**config.mk**
```make
export PLATFORM = sky130hd
export DESIGN_NAME = lcd_nibble_writer
export DESIGN_NICKNAME = d
export VERILOG_FILES = /design/src/rtl/lcd_pkg.sv /design/src/rtl/lcd_delay_counter.sv /design/src/rtl/lcd_nibble_writer.sv
export SDC_FILE = /design/constraint.sdc
export NUM_CORES = 1
export LEC_CHECK = 0
export ABC_AREA = 0
export ABC_CLOCK_PERIOD_IN_PS = 4150
export BUFFER_PORTS_ARGS = -buffer_cell sky130_fd_sc_hd__buf_2
export CAP_MARGIN = 40
export CELL_PAD_IN_SITES_DETAIL_PLACEMENT = 0
export CELL_PAD_IN_SITES_GLOBAL_PLACEMENT = 1
export CORE_AREA = 2 2 78 80
export CTS_BUF_LIST = sky130_fd_sc_hd__clkbuf_4 sky130_fd_sc_hd__clkbuf_8 sky130_fd_sc_hd__clkbuf_16
export DETAILED_ROUTE_END_ITERATION = 10
export DIE_AREA = 0 0 80 82
export GPL_TIMING_DRIVEN = 0
export HOLD_SLACK_MARGIN = 0.12
export PLACE_DENSITY_LB_ADDON = 0.1
export REMOVE_ABC_BUFFERS = 1
export SKIP_CTS_REPAIR_TIMING = 1
export SLEW_MARGIN = 20
export SYNTH_ARGS = -nofsm -noshare
export SYNTH_HDL_FRONTEND = slang
export SYNTH_HIERARCHICAL = 1
export SYNTH_SLANG_ARGS = --single-unit
```
**constraint.sdc**
```tcl
create_clock -name CLK -period 4.15 [get_ports CLK]
set_clock_uncertainty 0.2 [all_clocks]
set_input_delay 0.2075 -clock CLK [delete_from_list [all_inputs] [get_ports CLK]]
set_output_delay 0.2075 -clock CLK [all_outputs]
set_load 0.005 [all_outputs]
```
**src/rtl/lcd_pkg.sv**
```systemverilog
// Shared types and constants for the HD44780 4-bit nibble writer.
// Timing defaults are CLK cycles at 50 MHz.
package lcd_pkg;

    typedef enum logic [2:0] {
        PWRUP,
        INIT_NIB,
        INIT_WAIT,
        IDLE,
        SETUP,
        EHIGH,
        HOLD,
        EXEC
    } lcd_state_t;

    localparam logic [7:0] CMD_CLEAR    = 8'h01;
    localparam logic [7:0] CMD_HOME     = 8'h02;
    localparam logic [7:0] CMD_HOME_ALT = 8'h03;

    localparam logic [3:0] INIT_NIB_8BIT = 4'h3;
    localparam logic [3:0] INIT_NIB_4BIT = 4'h2;

    localparam int DEF_T_PWRUP = 750000;
    localparam int DEF_T_INIT1 = 205000;
    localparam int DEF_T_INIT2 = 5000;
    localparam int DEF_T_SETUP = 2;
    localparam int DEF_T_EPW   = 12;
    localparam int DEF_T_HOLD  = 50;
    localparam int DEF_T_CMD   = 2000;
    localparam int DEF_T_LONG  = 82000;

    // Clear/home commands need the long execution wait
    function automatic logic is_long_cmd(
        input logic       rs,
        input logic [7:0] b
    );
        return !rs && (b == CMD_CLEAR || b == CMD_HOME
                       || b == CMD_HOME_ALT);
    endfunction

    function automatic int cnt_width(input int a, input int b);
        int m;
        m = (a > b) ? a : b;
        return (m > 1) ? $clog2(m) : 1;
    endfunction

endpackage

```
**src/rtl/lcd_delay_counter.sv**
```systemverilog
// Down-counter shared by every timed phase of the writer.
// Loaded with N-1, done while zero: N cycles per phase.
module lcd_delay_counter #(
    parameter int             W       = 20,
    parameter logic [W-1:0]   RST_VAL = '0
) (
    input  logic         CLK,
    input  logic         RESET,
    input  logic         load,
    input  logic [W-1:0] load_val,
    output logic         done
);

    logic [W-1:0] cnt;

    always_ff @(posedge CLK) begin
        if (RESET)
            cnt <= RST_VAL;
        else if (load)
            cnt <= load_val;
        else if (cnt != '0)
            cnt <= cnt - 1'b1;
    end

    assign done = (cnt == '0);

endmodule

```
**src/rtl/lcd_nibble_writer.sv**
```systemverilog
// Byte-to-nibble HD44780 writer with autonomous 4-bit power-up init.
// Upstream sees a Strb/Busy handshake only.
module lcd_nibble_writer
    import lcd_pkg::*;
#(
    parameter int T_PWRUP = DEF_T_PWRUP,
    parameter int T_INIT1 = DEF_T_INIT1,
    parameter int T_INIT2 = DEF_T_INIT2,
    parameter int T_SETUP = DEF_T_SETUP,
    parameter int T_EPW   = DEF_T_EPW,
    parameter int T_HOLD  = DEF_T_HOLD,
    parameter int T_CMD   = DEF_T_CMD,
    parameter int T_LONG  = DEF_T_LONG
) (
    input  logic       CLK,
    input  logic       RESET,
    input  logic       Strb,
    input  logic [7:0] D_in,
    input  logic       RS,
    output logic       Busy,
    output logic [3:0] D_out,
    output logic       E,
    output logic       RS_out
);

    localparam int CW = cnt_width(T_PWRUP, T_LONG);

    function automatic logic [CW-1:0] ld(input int n);
        return CW'(n - 1);
    endfunction

    lcd_state_t  state;
    logic        in_init;
    logic [1:0]  init_idx;
    logic        nib_lo;
    logic [7:0]  byte_q;
    logic        rs_q;

    logic          load;
    logic [CW-1:0] load_val;
    logic          done;

    lcd_delay_counter #(
        .W       (CW),
        .RST_VAL (CW'(T_PWRUP - 1))
    ) u_dly (
        .CLK      (CLK),
        .RESET    (RESET),
        .load     (load),
        .load_val (load_val),
        .done     (done)
    );

    // Reload the counter for whichever phase the FSM enters next
    always_comb begin
        load     = 1'b0;
        load_val = '0;
        unique case (state)
            PWRUP: begin
                if (done) begin
                    load     = 1'b1;
                    load_val = ld(T_SETUP);
                end
            end
            INIT_NIB, SETUP: begin
                if (done) begin
                    load     = 1'b1;
                    load_val = ld(T_EPW);
                end
            end
            EHIGH: begin
                if (done) begin
                    load     = 1'b1;
                    load_val = ld(T_HOLD);
                end
            end
            HOLD: begin
                if (done) begin
                    load = 1'b1;
                    if (in_init)
                        load_val = (init_idx == 2'd0) ? ld(T_INIT1)
                                                      : ld(T_INIT2);
                    else if (!nib_lo)
                        load_val = ld(T_SETUP);
                    else if (is_long_cmd(rs_q, byte_q))
                        load_val = ld(T_LONG);
                    else
                        load_val = ld(T_CMD);
                end
            end
            INIT_WAIT: begin
                if (done && init_idx != 2'd3) begin
                    load     = 1'b1;
                    load_val = ld(T_SETUP);
                end
            end
            IDLE: begin
                if (Strb) begin
                    load     = 1'b1;
                    load_val = ld(T_SETUP);
                end
            end
            EXEC: begin
                load = 1'b0;
            end
            default: begin
                load = 1'b0;
            end
        endcase
    end

    always_ff @(posedge CLK) begin
        if (RESET) begin
            state    <= PWRUP;
            in_init  <= 1'b1;
            init_idx <= 2'd0;
            nib_lo   <= 1'b0;
            byte_q   <= 8'h00;
            rs_q     <= 1'b0;
            Busy     <= 1'b1;
            E        <= 1'b0;
            D_out    <= 4'h0;
            RS_out   <= 1'b0;
        end else begin
            unique case (state)
                PWRUP: begin
                    if (done) begin
                        state    <= INIT_NIB;
                        init_idx <= 2'd0;
                        D_out    <= INIT_NIB_8BIT;
                        RS_out   <= 1'b0;
                    end
                end
                INIT_NIB, SETUP: begin
                    if (done) begin
                        state <= EHIGH;
                        E     <= 1'b1;
                    end
                end
                EHIGH: begin
                    if (done) begin
                        state <= HOLD;
                        E     <= 1'b0;
                    end
                end
                HOLD: begin
                    if (done) begin
                        if (in_init) begin
                            state <= INIT_WAIT;
                        end else if (!nib_lo) begin
                            state  <= SETUP;
                            nib_lo <= 1'b1;
                            D_out  <= byte_q[3:0];
                        end else begin
                            state <= EXEC;
                        end
                    end
                end
                INIT_WAIT: begin
                    if (done) begin
                        if (init_idx == 2'd3) begin
                            state   <= IDLE;
                            in_init <= 1'b0;
                            Busy    <= 1'b0;
                        end else begin
                            state    <= INIT_NIB;
                            init_idx <= init_idx + 2'd1;
                            D_out    <= (init_idx == 2'd2) ? INIT_NIB_4BIT
                                                           : INIT_NIB_8BIT;
                        end
                    end
                end
                IDLE: begin
                    if (Strb) begin
                        state  <= SETUP;
                        byte_q <= D_in;
                        rs_q   <= RS;
                        nib_lo <= 1'b0;
                        D_out  <= D_in[7:4];
                        RS_out <= RS;
                        Busy   <= 1'b1;
                    end
                end
                EXEC: begin
                    if (done) begin
                        state <= IDLE;
                        Busy  <= 1'b0;
                    end
                end
                default: begin
                    state <= PWRUP;
                end
            endcase
        end
    end

endmodule

```
Word-level counts from Yosys, hierarchy flattened. Cells that the tools add are included.

Bitwise logic cells: 0. Divide/modulo/power cells: 0. Multipliers: 0. Reduce and logical (&&, ||, !) cells: 27. Shift operators: 0. Add/sub/neg operators: 2. Order comparisons: 0. Eq/ne operators: 24. Muxes and demuxes: 54.

Operator list (count): $pmux W18 S6 (1); $mux W18 (3); $mux W20 (2); $mux W17 (2); $mux W4 (8); $mux W3 (8); $ne A2 B2 Y1 const B (12); $pmux W3 S7 (1); $logic_not A20 Y1 (1); $reduce_bool A20 Y1 (1); $sub A20 B1 Y20 const B (1); $eq A8 B2 Y1 const B (2); $mux W1 (16); $pmux W4 S4 (1); $eq A3 B3 Y1 const B (4); $mux W2 (5); $reduce_bool A2 Y1 (5); $reduce_and A3 Y1 (3); $eq A8 B1 Y1 const B (1); $reduce_and A4 Y1 (2); $reduce_and A8 Y1 (1); $reduce_and A7 Y1 (1); $eq A3 B2 Y1 const B (2); $mux W6 (1); other kinds (18) (23).

Memories kept: 0. Bits in writable memories: 0. Bits in latches: 0. Output and inout bits: 7. Memory bits (read-only): 0. Flip-flop bits (word level): 43.

Depth between registers and ports, before layout.
Depth in word-level cells: 10. Mapped depth: 16. Mapped depth without buffers: 13.

Cells and area by module. Netlist, hierarchy kept.

By module, submodules not included: lcd_nibble_writer (cells each 166, area an instance 1277.5 um^2, instances 1); lcd_delay_counter (cells each 138, area an instance 1136.1 um^2, instances 1).

Worst setup path after synthesis. No wires, ideal clock.

Path kind: reg2reg. From: register u_dly.cnt[0]. To: register u_dly.cnt[2]. Path slack: 0.904 ns. Cell stages (with the launch flop): 17. Clock period less this slack: 3.246 ns. Path buffers: 3. Required time: 3.859 ns. Data arrival time: 2.955 ns. Path through: dfxtp_1 > inv_1 > ha_1 > nor3b_1 > nand4_2 > or4_4 > buf_6 > inv_2 > clkbuf_1 > nand2_1 > nand2_1 > clkbuf_1 > clkinv_1 > nand2_1 > or3_1 > o31ai_1 > a311oi_1.

Word-level cells in the longest chain between the ends: 5.

Ends and longest elaborated chain: start: declaration (line lcd_delay_counter.sv:14) `logic [W-1:0] cnt;`; start signal: assignment (line lcd_delay_counter.sv:20) `cnt <= load_val;`; start signal: assignment (line lcd_delay_counter.sv:22) `cnt <= cnt - 1'b1;`; $logic_not A20 Y1 * (line lcd_delay_counter.sv:25) `assign done = (cnt == '0);`; net done (line lcd_nibble_writer.sv:41) `logic done;`; $logic_and A1 B1 Y1 (line lcd_nibble_writer.sv:92) `if (done && init_idx != 2'd3) begin`; $mux W1 (line lcd_nibble_writer.sv:92); $pmux W1 S4 * (line lcd_nibble_writer.sv:58) `unique case (state)`; net load (line lcd_nibble_writer.sv:39) `logic load;`; $mux W20 or $reduce_bool A2 Y1 (tied branches).

The timed path passes the listed nets; every way through them passes the cells marked *. The select of a mux whose other input is x is not followed. A chain may end at the register's enable or synchronous reset.

Worst setup path after layout.
From: register u_dly.cnt[11]. To: register u_dly.cnt[2].

Same word-level chain as after synthesis.

==> out/results.tsv <==
stage	metric	value	unit
synthesis	synth_edf_count	0	
power	switching_share	19.8	%
synthesis	ys.flop_type	dfxtp_1	
drt	dr.pass1.iters	4	
power	p_clk_share	46.6	%
floorplanning	rows	28	
timing	rsz0062_at_grt	false	
clock_network	cts_root_buf	clkbuf_8	
placed_design	hpwlAfterDp	3890	µm
floorplanning	die_area	6560	µm²
synthesis	syn-cell-area	2410	µm²
global_routing	grt_use_total	19.0	%
floorplanning	die_w	80	µm
worst_setup_path	cp-end-kind	flop	
floorplanning	io_pins	19	
worst_setup_path	worstPathRequired	4.17	ns
timing	setup_tns	0	ns
clock_network	cts_sinks	43	
synthesis	synth-seq-cells	43	
power	vdd_ir_drop_max	0.000137	V
clock_network	insertion_delay	0.30	ns
clock_network	htree_levels	2	
timing	slew-limit-headroom	50.9	%
floorplanning	start_util	42.0	%
power	comb_power_share	4.1	%
global_routing	grt_antenna_before_repair	0	
clock_network	cts.clk_slew.worst_paths	0.08	ns
drt	wl	5780	µm
clock_network	ctsLongestPathBuffers	2	
worst_setup_path	arrival	3.59	ns
drt	ant_nets	0	
global_routing	grt_max_degree	47	
power	internal_power	679	µW
hold_path	hp-class	reg -> reg	
drt	drc	0	
global_routing	grt-ovfl-total	0	
placed_design	postPlaceCellArea	2520	µm²
final_layout	final_area	2820	µm²
clock_network	cts_tree	built	
synthesis	synth_top_area_share	35.7	%
worst_setup_path	start_kind	flop	
timing	fin_crit_sh	86.1	%
drt	dr_wl_met2	2820	µm
synthesis	syn-instance-count	304	
final_layout	area_growth	16.9	%
final_layout	diodes	0	
power	p_per_area	300	nW/µm²
synthesis	yosysWarnings	6	
worst_setup_path	path_class	reg -> reg	
synthesis	synth_common_cells	dfxtp_1 (43), nand2_1 (42), a21oi_1 (33), nor2_1 (21), o21ai_0 (13)	
drt	wire_per_inst	14.3	µm
timing	hold_violations	0	
clock_network	cts_made_buffers	5	
drt	drt-initial-drc-count	96	
synthesis	synthArstFlopShare	0	%
floorplanning	core	5750	µm²
power	p_seq_share	49.3	%
final_layout	drive_gt1_share	12.2	%
drt	vias_per_cell	5.40	
synthesis	synth_seq_area_share	35.7	%
timing	slew_viol_final	0	
placed_design	place.gp.congestion	0.763	
power	leakage	0.000986	µW
synthesis	yosysMostFrequentCell	dfxtp_1	
drt	vias	2182	
flow_run	drv_cap	0	
drt	met1Wirelength	2740	µm
drt	wl_met3	137	µm
timing	fmax	280	MHz
timing	tightest_slew	0.726	ns
worst_setup_path	path_max_fanout	20	
placed_design	io_buffers	18	
final_layout	num-fill-cells	601	
synthesis	synth.avg_cell_area	7.94	µm²
synthesis	synth_top_area_cell	dfxtp_1	
status	outcome	completed	
global_routing	grt_pass1_wl	9740	µm
final_layout	finalNetCount	345	
drt	top_layer	met4	
timing	setup_viol	0	
power	p_switching	167	µW
synthesis	synth_cell_type_count	58	
global_routing	first_global_vias	2044	
synthesis	synth_area_leaders	dfxtp_1 (36%), a21oi_1 (6.8%), nand2_1 (6.5%)	
timing	fin_crit	3.57	ns
floorplanning	die-height	82	µm
[cell usage in the layout (no fill, tap or decap), drive strengths merged, types with 2 or more instances in the layout]
cell / n
clkbuf: 6
a211o: 2
a22o: 2
or3: 5
inv: 7
dlygate4sd3: 11
and4: 2
o211ai: 3
a211oi: 4
o21ai: 14
nand3b: 2
nor4b: 2
a311oi: 3
xor2: 6
o22ai: 4
nand2b: 5
bufinv: 2
conb: 4
or2b: 2
dfxtp: 43
nor2b: 4
nor3b: 6
ha: 5
o21a: 4
nand3: 11
o311ai: 3
xnor2: 7
buf: 21
nand2: 42
nor4: 7
a21oi: 34
or4: 2
nor2: 22
and4b: 3
nor3: 11
o31ai: 2
nand4: 4
[final cells by class]
cell class / instances / area (µm²) / share of cell area (%)
Sequential cell: 43 / 861 / 30.5
Clock buffer: 6 / 76.3 / 2.71
Inverter: 8 / 30.0 / 1.06
Clock inverter: 2 / 60.1 / 2.13
Multi-Input combinational cell: 238 / 1450 / 51.4
Timing Repair Buffer: 32 / 250 / 8.87
Tap cell: 75 / 93.8 / 3.33
[final timing paths]
kind / cells after the start / slack, ns / to / from
worst min register to register: 2 / 0.26 / byte_q[5] / byte_q[5]
worst max-delay path: 11 / 0.58 / u_dly/cnt[2] / u_dly/cnt[11]
worst min-delay path: 2 / 0.26 / byte_q[5] / byte_q[5]
worst max register to register: 11 / 0.58 / u_dly/cnt[2] / u_dly/cnt[11]
[per-layer routing]
| metal | track usage, % | vias up |
|---|---|---|
| li1 | - | 1139 |
| met1 | 24.3 | 999 |
| met2 | 32.7 | 35 |
| met3 | 2.64 | 9 |
| met4 | 7.12 | 0 |
| met5 | 0 | - |
[registers in the layout, indices dropped and copies added (netlist names)]
register	count
byte_q	8
rs_q	1
in_init	1
u_dly/cnt	20
Busy	1
state	3
RS_out	1
E	1
D_out	4
nib_lo	1
init_idx	2
[worst max-delay path, cell delays in order (launching register included)]
cell and delay, ns:
dfxtp_1 0.38, nor4_4 0.45, nand4_2 0.15, or4_4 0.58, inv_2 0.30, nand2_1 0.12
nand2_1 0.33, clkinv_1 0.35, nand2_1 0.24, or3_1 0.13, o31ai_1 0.07, a311oi_1 0.19
[stage by stage]
stage | hold WS [ns] | power [µW] | setup slack [ns] | std cells | utilization [%]
2_1_floorplan | 0.0766 | 436 | 0.875 | 289 | -
3_5_place_dp | 0.251 | 453 | 0.0169 | 382 | 43.9
5_1_grt | 0.273 | 879 | 0.249 | 404 | 49.1
6_report | 0.259 | 846 | 0.577 | 404 | 49.1
4_1_cts | -0.0753 | 852 | 0.00637 | 390 | 46.3
3_3_place_gp | 0.245 | 452 | 0.000724 | 382 | 43.9
[cells by family after synthesis]
logic type / Yosys count / share of synthesized area [%]
other: 1 / 0.155
adders and majority gates: 5 / 2.59
AOI/OAI and AO/OA: 81 / 21.3
muxes: 2 / 0.881
DFF: 43 / 35.7
buffers and inverters: 26 / 4.72
and+or+nand+nor: 133 / 30.0
xor gates and xnor gates: 13 / 4.72
[power by group through the flow]
| stage | combinational (µW) | sequential (µW) | clock, µW |
|---|---|---|---|
| after global routing | 38.6 | 418 | 422 |
| after CTS | 25.7 | 417 | 409 |
| after global placement | 25.3 | 427 | 0 |
| final | 34.6 | 417 | 394 |
| after detailed placement | 25.5 | 427 | 0 |
| after floorplan | 10.1 | 426 | 0 |
Note: power is estimated with default switching activity, not from simulation.
